**config.mk**
```make
export PLATFORM = sky130hd
export DESIGN_NAME = mc_ctrl_fsm
export DESIGN_NICKNAME = d
export VERILOG_FILES = /design/src/rtl/mc_ctrl_pkg.sv /design/src/rtl/mc_md_timer.sv /design/src/rtl/mc_ctrl_fsm.sv
export SDC_FILE = /design/constraint.sdc
export NUM_CORES = 1
export LEC_CHECK = 0
export CAP_MARGIN = 20
export CORE_UTILIZATION = 39
export DETAILED_ROUTE_END_ITERATION = 7
export GPL_TIMING_DRIVEN = 1
export MAX_ROUTING_LAYER = met4
export PLACE_DENSITY = 0.83
export SLEW_MARGIN = 20
export SYNTH_ARGS = -nofsm -noshare
export SYNTH_HDL_FRONTEND = slang
export SYNTH_SLANG_ARGS = --single-unit
```
**constraint.sdc**
```tcl
create_clock -name clk -period 4.1 [get_ports clk]
set_input_delay 0.82 -clock clk [delete_from_list [all_inputs] [get_ports clk]]
set_output_delay 0.82 -clock clk [all_outputs]
set_load 0.005 [all_outputs]
```
**src/rtl/mc_ctrl_pkg.sv**
```systemverilog
`default_nettype none
// ============================================================================
// mc_ctrl_pkg : state encoding, opcode/result codes and control bundle
// Rev 1.0
// ============================================================================
package mc_ctrl_pkg;

  typedef enum logic [3:0] {
    S_FETCH   = 4'd0,
    S_DECODE  = 4'd1,
    S_MEMADR  = 4'd2,
    S_MEMRD   = 4'd3,
    S_MEMWB   = 4'd4,
    S_MEMWR   = 4'd5,
    S_EXECR   = 4'd6,
    S_EXECI   = 4'd7,
    S_ALUWB   = 4'd8,
    S_BRANCH  = 4'd9,
    S_MD_EXEC = 4'd10,
    S_MD_WBLO = 4'd11,
    S_MD_WBHI = 4'd12,
    S_UNKNOWN = 4'd13
  } state_t;

  localparam logic [1:0] OP_DP  = 2'b00;
  localparam logic [1:0] OP_MEM = 2'b01;
  localparam logic [1:0] OP_BR  = 2'b10;

  localparam logic [1:0] RES_ALUOUT = 2'b00;
  localparam logic [1:0] RES_DATA   = 2'b01;
  localparam logic [1:0] RES_ALU    = 2'b10;
  localparam logic [1:0] RES_MD     = 2'b11;

  localparam logic [1:0] SRCA_PC   = 2'b01;
  localparam logic [1:0] SRCB_IMM  = 2'b01;
  localparam logic [1:0] SRCB_FOUR = 2'b10;

  typedef struct packed {
    logic       ir_write;
    logic       adr_src;
    logic       next_pc;
    logic       reg_w;
    logic       mem_w;
    logic       branch;
    logic       alu_op;
    logic [1:0] alu_src_a;
    logic [1:0] alu_src_b;
    logic [1:0] result_src;
    logic       wb_hi;
    logic       illegal;
    logic       busy_md;
  } ctrl_t;

  localparam ctrl_t CTRL_IDLE = '0;

endpackage
`default_nettype wire

```
**src/rtl/mc_md_timer.sv**
```systemverilog
`default_nettype none
// ============================================================================
// mc_md_timer : mul/div latency counter, start pulse and completion detect
// Rev 1.0
// ============================================================================
module mc_md_timer #(
  parameter int MD_FIXED_LAT = 0,
  parameter int MD_CNT_W     = 6
) (
  input  logic clk,
  input  logic reset,
  input  logic i_enter,
  input  logic i_active,
  input  logic i_md_done,
  output logic o_md_start,
  output logic o_done
);

  localparam int                  c_last_i = (MD_FIXED_LAT > 0) ? MD_FIXED_LAT - 1 : 0;
  localparam logic [MD_CNT_W-1:0] c_last   = MD_CNT_W'(c_last_i);

  logic [MD_CNT_W-1:0] r_cnt;
  logic                r_first;

  always_ff @(posedge clk or posedge reset) begin
    if (reset) begin
      r_cnt   <= '0;
      r_first <= 1'b0;
    end else begin
      r_first <= i_enter;
      if (i_enter) begin
        r_cnt <= '0;
      end else if (i_active && (r_cnt != '1)) begin
        // saturate so a long stall can never alias back to an early count
        r_cnt <= r_cnt + 1'b1;
      end
    end
  end

  assign o_md_start = r_first & i_active;
  assign o_done     = (MD_FIXED_LAT == 0) ? i_md_done : (r_cnt == c_last);

endmodule
`default_nettype wire

```
**src/rtl/mc_ctrl_fsm.sv**
```systemverilog
`default_nettype none
// ============================================================================
// mc_ctrl_fsm : multicycle main control FSM with mul/div execute and dual
// writeback. Define MC_CTRL_MEM_WAIT_EN for the mem_ready wait-state handshake.
// Rev 1.0
// ============================================================================
module mc_ctrl_fsm
  import mc_ctrl_pkg::*;
#(
  parameter int MD_FIXED_LAT = 0,
  parameter int MD_CNT_W     = 6
) (
  input  logic       clk,
  input  logic       reset,
  input  logic [1:0] op,
  input  logic [5:0] funct,
  input  logic       is_mul,
  input  logic       is_div,
  input  logic       is_long,
  input  logic       md_done,
`ifdef MC_CTRL_MEM_WAIT_EN
  input  logic       mem_ready,
`endif
  output logic       ir_write,
  output logic       adr_src,
  output logic       next_pc,
  output logic       reg_w,
  output logic       mem_w,
  output logic       branch,
  output logic       alu_op,
  output logic [1:0] alu_src_a,
  output logic [1:0] alu_src_b,
  output logic [1:0] result_src,
  output logic       md_start,
  output logic       wb_hi,
  output logic       illegal,
  output logic       busy_md
);

  state_t r_state;
  state_t w_next;
  ctrl_t  w_ctrl;
  logic   r_long;
  logic   w_mem_rdy;
  logic   w_md_done;
  logic   w_md_start;
  logic   w_enter;
  logic   w_unused;

`ifdef MC_CTRL_MEM_WAIT_EN
  assign w_mem_rdy = mem_ready;
`else
  assign w_mem_rdy = 1'b1;
`endif

  assign w_unused = &{1'b0, funct[4:1]};

  always_ff @(posedge clk or posedge reset) begin
    if (reset) begin
      r_state <= S_FETCH;
      r_long  <= 1'b0;
    end else begin
      r_state <= w_next;
      if (r_state == S_DECODE) begin
        r_long <= (op == OP_DP) & is_mul & is_long;
      end
    end
  end

  always_comb begin
    w_next = S_FETCH;
    case (r_state)
      S_FETCH:  w_next = w_mem_rdy ? S_DECODE : S_FETCH;
      S_DECODE: begin
        case (op)
          OP_DP:   w_next = is_mul ? S_MD_EXEC : (funct[5] ? S_EXECI : S_EXECR);
          OP_MEM:  w_next = is_div ? S_MD_EXEC : S_MEMADR;
          OP_BR:   w_next = S_BRANCH;
          default: w_next = S_UNKNOWN;
        endcase
      end
      S_MEMADR:  w_next = funct[0] ? S_MEMRD : S_MEMWR;
      S_MEMRD:   w_next = w_mem_rdy ? S_MEMWB : S_MEMRD;
      S_MEMWB:   w_next = S_FETCH;
      S_MEMWR:   w_next = w_mem_rdy ? S_FETCH : S_MEMWR;
      S_EXECR:   w_next = S_ALUWB;
      S_EXECI:   w_next = S_ALUWB;
      S_ALUWB:   w_next = S_FETCH;
      S_BRANCH:  w_next = S_FETCH;
      S_MD_EXEC: w_next = w_md_done ? S_MD_WBLO : S_MD_EXEC;
      S_MD_WBLO: w_next = r_long ? S_MD_WBHI : S_FETCH;
      S_MD_WBHI: w_next = S_FETCH;
      S_UNKNOWN: w_next = S_FETCH;
      default:   w_next = S_FETCH;
    endcase
  end

  always_comb begin
    w_ctrl = CTRL_IDLE;
    case (r_state)
      S_FETCH: begin
        w_ctrl.ir_write   = w_mem_rdy;
        w_ctrl.next_pc    = w_mem_rdy;
        w_ctrl.result_src = RES_ALU;
        w_ctrl.alu_src_a  = SRCA_PC;
        w_ctrl.alu_src_b  = SRCB_FOUR;
      end
      S_DECODE: begin
        w_ctrl.result_src = RES_ALU;
        w_ctrl.alu_src_a  = SRCA_PC;
        w_ctrl.alu_src_b  = SRCB_FOUR;
      end
      S_MEMADR: w_ctrl.alu_src_b = SRCB_IMM;
      S_MEMRD:  w_ctrl.adr_src   = 1'b1;
      S_MEMWB: begin
        w_ctrl.reg_w      = 1'b1;
        w_ctrl.result_src = RES_DATA;
      end
      S_MEMWR: begin
        w_ctrl.mem_w   = 1'b1;
        w_ctrl.adr_src = 1'b1;
      end
      S_EXECR: w_ctrl.alu_op = 1'b1;
      S_EXECI: begin
        w_ctrl.alu_src_b = SRCB_IMM;
        w_ctrl.alu_op    = 1'b1;
      end
      S_ALUWB: w_ctrl.reg_w = 1'b1;
      S_BRANCH: begin
        w_ctrl.branch     = 1'b1;
        w_ctrl.result_src = RES_ALU;
        w_ctrl.alu_src_b  = SRCB_IMM;
      end
      S_MD_EXEC: w_ctrl.busy_md = 1'b1;
      S_MD_WBLO: begin
        w_ctrl.reg_w      = 1'b1;
        w_ctrl.result_src = RES_MD;
      end
      S_MD_WBHI: begin
        w_ctrl.reg_w      = 1'b1;
        w_ctrl.result_src = RES_MD;
        w_ctrl.wb_hi      = 1'b1;
      end
      S_UNKNOWN: w_ctrl.illegal = 1'b1;
      default:   w_ctrl = CTRL_IDLE;
    endcase
  end

  assign w_enter = (r_state == S_DECODE) && (w_next == S_MD_EXEC);

  mc_md_timer #(
    .MD_FIXED_LAT (MD_FIXED_LAT),
    .MD_CNT_W     (MD_CNT_W)
  ) u_md_timer (
    .clk        (clk),
    .reset      (reset),
    .i_enter    (w_enter),
    .i_active   (r_state == S_MD_EXEC),
    .i_md_done  (md_done),
    .o_md_start (w_md_start),
    .o_done     (w_md_done)
  );

  // reset is asynchronous, so enables are masked combinationally while it is high
  assign ir_write   = w_ctrl.ir_write & ~reset;
  assign next_pc    = w_ctrl.next_pc  & ~reset;
  assign reg_w      = w_ctrl.reg_w    & ~reset;
  assign mem_w      = w_ctrl.mem_w    & ~reset;
  assign branch     = w_ctrl.branch   & ~reset;
  assign illegal    = w_ctrl.illegal  & ~reset;
  assign md_start   = w_md_start      & ~reset;
  assign adr_src    = w_ctrl.adr_src;
  assign alu_op     = w_ctrl.alu_op;
  assign alu_src_a  = w_ctrl.alu_src_a;
  assign alu_src_b  = w_ctrl.alu_src_b;
  assign result_src = w_ctrl.result_src;
  assign wb_hi      = w_ctrl.wb_hi;
  assign busy_md    = w_ctrl.busy_md;

endmodule
`default_nettype wire

```
## Word level (Yosys, flattened, before mapping)

Index checks and enable logic that the tools add are counted.

- Bits in registers: 6
- Input port bits: 14
- Output and inout bits: 17
- Logic and storage cells: 59

- Eq/ne operators: 16
- Muxes and demuxes: 20
- Bitwise logic cells: 10
- Reduce and logical (&&, ||, !) cells: 10

Operators by type and width:

| kind | number |
|---|---|
| 4-bit equality test, second input constant | 7 |
| 4-bit case mux with 7 select lines | 1 |
| 4-bit by 3-bit equality test with 1-bit output, second input constant | 4 |
| 1-bit two-way mux | 12 |
| 4-bit two-way mux | 3 |
| 4-bit case mux with 3 select lines | 1 |
| 1-bit AND | 9 |
| 4-bit by 2-bit equality test with 1-bit output, second input constant | 2 |
| 2-bit OR reduction | 4 |
| 2-bit case mux with 3 select lines | 1 |
| 3-bit OR reduction | 2 |
| 4-bit by 1-bit equality test with 1-bit output, second input constant | 1 |
| 4-bit logical NOT | 1 |
| 2-bit case mux with 2 select lines | 1 |
| 4-bit OR reduction | 1 |
| 3-bit two-way mux | 1 |
| 2-bit by 1-bit equality test with 1-bit output, second input constant | 1 |
| 2-bit equality test, second input constant | 1 |
| 2-bit logical NOT | 1 |
| 1-bit logical AND | 1 |
| 1-bit NOT | 1 |

## Logic depth before layout (Yosys ltp)

- Depth after elaboration: 6
- Mapped depth: 4
- Mapped depth without buffers: 3

## Modules after synthesis

A second synthesis with hierarchy kept.

- Cells, all modules: 71
- Area total of the unflattened synthesis: 526.8 um^2

Modules (own cells, without submodules):

| module | instances | cells an instance | area each (um^2) | seq. area each (um^2) |
|---|---|---|---|---|
| mc_ctrl_fsm | 1 | 67 | 484.2 | 125.1 |
| mc_md_timer | 1 | 4 | 42.5 | 25.0 |

## Worst setup path after synthesis

No wires, ideal clock.

- Path type: input to output
- Start point: input reset
- End point: output next_pc
- Data arrival time: 1.342 ns
- Data required time: 3.280 ns
- Slack: 1.938 ns
- Stages on the path: 2
- Buffers on the path: 1
- Cells stage by stage: nor4_1 > buf_4

- Word-level cells in the longest chain between the ends: 2

Ends and longest elaborated chain:

| element | line | text |
|---|---|---|
| start: declaration | mc_ctrl_fsm.sv:14 | `input logic reset,` |
| 1-bit NOT | mc_ctrl_fsm.sv:166 | `assign next_pc = w_ctrl.next_pc & ~reset;` |
| 1-bit AND | mc_ctrl_fsm.sv:166 |  |
| end: declaration | mc_ctrl_fsm.sv:26 | `output logic next_pc,` |

Every way passes these cells.

## Worst setup path after layout

- Start point: input reset
- End point: output md_start

- Word-level cells in the longest chain between the ends: 2

Ends and longest elaborated chain:

| element | line | text |
|---|---|---|
| 1-bit NOT | mc_ctrl_fsm.sv:171 | `assign md_start = w_md_start & ~reset;` |
| 1-bit AND | mc_ctrl_fsm.sv:171 |  |
| end: declaration | mc_ctrl_fsm.sv:34 | `output logic md_start,` |

Every way passes these cells.

==> impl_results.rst <==
.. list-table::
   :header-rows: 1

   * - Metric
     - Value
   * - Count of vias placed by the detailed router
     - around 540
   * - Syn Nets
     - 82
   * - Sum of buffers and inverters on the critical path
     - 3
   * - Largest net degree at the start of global routing
     - 14
   * - Data required, critical path
     - 3.28 ns
   * - Instance area after placement
     - 745.7 µm²
   * - TritonRoute pass-1 iters
     - 4
   * - Via count of the first global-routing pass
     - 435
   * - Register-to-Register Setup Slack
     - 2.55 ns
   * - WL/cell
     - 11.82 µm
   * - Met3 track demand over resource in global routing
     - 5.202%
   * - Logic gate share of total power
     - 60.4%
   * - DIE HEIGHT
     - about 39 µm
   * - Class of the tightest hold or removal check
     - flop to flop
   * - Clock latency on the worst-skew pair
     - 0.24 ns
   * - Wire length of the first global-routing pass
     - 1883 µm
   * - Area share of the leading cell type in the synthesized netlist
     - 28.64%
   * - Total number of placement rows
     - 12
   * - Antenna violations before repair
     - 0
   * - DRC marker count from the first detailed-route iteration
     - 9
   * - Vias per cell
     - 5.262
   * - Final number of hold-violating endpoints
     - 0
   * - Hold path endpoint
     - r_long
   * - Clock Root Buffer
     - clkbuf_4
   * - Slew Limit Fails
     - 0
   * - Clock period minus final worst setup slack
     - between 3 and 4 ns
   * - Final Setup Violations
     - 0
   * - MaxCap Viol Count
     - 0
   * - Slowest cell on crit path
     - clkdlybuf4s50_1
   * - Register area share after synthesis
     - between 20% and 30%
   * - Post-Synthesis Cell Area
     - 524.3 µm²
   * - Ports
     - 31
   * - Overflow after GRT
     - 0
   * - Top flip-flop cell by instance count after synthesis
     - dfrtp_1
   * - Count of different cell masters after synthesis
     - 30
   * - Cells along the critical path
     - clkdlybuf4s50_1, inv_1, and3_1, clkdlybuf4s50_1
   * - Net count reported at finish
     - 105
   * - Switching share of power
     - 40.29%
   * - Leakage power summed over all cells
     - slightly above 0.3 nW
   * - Cell with the most instances on the worst path
     - clkdlybuf4s50_1
   * - Initial standard-cell utilization of the core
     - 44.76%
   * - FF-to-FF path depth
     - 2
   * - Hold Startpoint
     - r_long
   * - Most frequent cell after synthesis
     - nor2_1
   * - Fraction of layout instances using a drive strength above 1
     - 8.989%
   * - Sum Neg Setup Slack
     - 0 ns
   * - Result of the run
     - finished clean
   * - Number of buffers on the longest clock path
     - 2
   * - Synthesis-to-layout area growth
     - 46.54%
   * - Post-synthesis cell count
     - 68
   * - Number of enable-type register cells in the synthesized netlist
     - 0
   * - Beginning of the worst register-to-register path
     - r_state[1]
   * - X dimension of the die
     - 38.67 µm
   * - Post-Layout Inst Area
     - 768.2 µm²
   * - Largest delay share family, worst path
     - buffers and inverters
   * - Final worst clock skew
     - between 0.001 and 0.0015 ns
   * - Reg-to-reg critical path endpoint
     - r_long
   * - Cts bufs inserted
     - 3
   * - Global-route total usage across every layer
     - 19.75%
   * - Die Outline Area
     - 0.001495 mm²
   * - Clk pwr share
     - roughly 11%
   * - Number of port buffers
     - 25
   * - CP Capture Type
     - output port
   * - Worst path max stage delay
     - 0.50 ns
   * - Most used standard cells in the synthesized netlist
     - nor2_1, nand2_1, dfrtp_1, nor3_1
   * - Cell type contributing the most total cell area after synthesis
     - dfrtp_1
   * - Final routed DRC violation total
     - 0
   * - Number of antenna-violating nets in the routed design
     - 0
   * - Post-layout total power
     - 0.0004839 W
   * - Largest cells by area after synthesis
     - dfrtp_1, nor3_1, nor2_1
   * - Yosys Warn Count
     - 0
   * - Critical path class
     - primary input to output port
   * - Weighted congestion at the end of routability-driven global placement
     - 0.7862
   * - Period utilization
     - 75.37%
   * - Number of flip-flops and latches in the synthesized netlist
     - 6
   * - Final routed wirelength across all metal layers
     - 1217 µm
   * - Clock transition time at the flip-flop clock pins of the worst setup and hold paths
     - 0.04 ns
   * - Power per unit of standard cell area
     - 629.9 mW/mm²
   * - Worst VDD drop
     - 0.3918 mV
   * - Core Region
     - 0.001171 mm²
   * - Number of sinks on the clock net
     - 6
   * - Fmax achieved
     - 0.3236 GHz
   * - Internal Dissipation
     - roughly 0.00029 W
   * - Part of the power in registers
     - 28.7%
   * - GR met2 Demand/Resource
     - 30.42%
   * - Setup repair after global routing missed its margin
     - no
   * - Half-perimeter wire length of the detailed placement result
     - 909.6 µm
   * - Setup fix buffers added after clock tree synthesis
     - 0
   * - Data arrival at the endpoint of the critical path
     - 2.27 ns
   * - Net switching power
     - 0.0001950 W
   * - Async S/R FF share, synth
     - 100.0%
   * - CTS Hold Buffers Added
     - 0
   * - Fraction of met1 tracks used by global routing
     - 23.49%
   * - Post-cts gate resize count
     - 0
   * - Worst Hold Depth
     - 2
   * - Type of element launching the critical path
     - primary input
   * - Layer carrying the most global-route usage
     - met2
   * - Number of diodes added for antenna fixing
     - 0
   * - Number of H-tree levels
     - 1
   * - Mean cell area of the mapped netlist
     - 7.710 µm²
   * - Max Fanout on Critical Path
     - 7
   * - TritonCTS clock tree
     - done
through the flow:
step,util (%),hold slack (ns),cells,worst slack [ns]
after floorplan,-,0.4611,68,1.938
after global placement,63.68,0.4922,100,1.009
after detailed placement,63.68,0.4939,100,1.013
after global routing,65.60,0.5530,103,0.9257
final,65.60,0.5005,103,1.010
after CTS,65.60,0.5048,103,1.007
logic make-up (layout without fill, tap and decap cells):
kind of cell	Yosys count	count (layout)	synth area share [%]
flops	6	6	28.64
compound gates	15	15	22.20
buf+inv	10	31	10.98
simple gates	34	34	34.13
other cells	1	1	0.7153
xor+xnor	2	2	3.342
power groups by stage:
stage / clock network (W) / registers, W / logic, W
2_1_floorplan: 0 / 0.0000927 / 0.000217
3_3_place_gp: 0 / 0.000135 / 0.000288
3_5_place_dp: 0 / 0.000137 / 0.000292
4_1_cts: 0.0000559 / 0.000137 / 0.000294
5_1_grt: 0.0000624 / 0.000142 / 0.000321
6_report: 0.0000527 / 0.000139 / 0.000292
registers in the layout (all words and copies together), names as in the netlist:
name                cells
r_long                  1
u_md_timer.r_first      1
r_state                 4
routing by layer:
layer  vias to the layer above  share of wire [%]
met3                         2                5.5
met5                         -                  0
met4                         0               0.66
met1                       233                 46
met2                        23                 48
li1                        284                  -
cell type report:
type	instances	area, µm²
clock buffer	3	22.52
fill	111	402.9
inverter	3	11.26
multi-input combinational	52	316.6
sequential	6	150.1
tap	14	17.52
timing repair buffer	25	250.2
cells in the final DEF, fill, tap and decap left out, drive strengths merged, types with 2 or more instances in the layout:
| cell type | count |
|---|---|
| o21ai | 2 |
| nand2b | 4 |
| nor3 | 6 |
| clkbuf | 3 |
| a21oi | 4 |
| o32ai | 2 |
| inv | 3 |
| o2bb2ai | 2 |
| nor2b | 2 |
| nand2 | 7 |
| clkdlybuf4s50 | 25 |
| dfrtp | 6 |
| nor2 | 8 |
how the worst max path moves through the flow:
stage,start,endpoint,slack (ns),depth (start not counted)
after floorplan,reset,next_pc,1.94,2
after global placement,reset,md_start,1.01,4
after detailed placement,reset,md_start,1.01,4
after CTS,reset,md_start,1.01,4
after global routing,reset,md_start,0.93,4
final,reset,md_start,1.01,4
worst register-to-register path: cells and delay by family, from the launching register on:
| family | cells | cell delay [ns] |
|---|---|---|
| compound gates | 1 | 0.28 |
| flops | 1 | 0.53 |
| simple gates | 1 | 0.64 |
No activity file was read; power rests on OpenSTA's default activity.
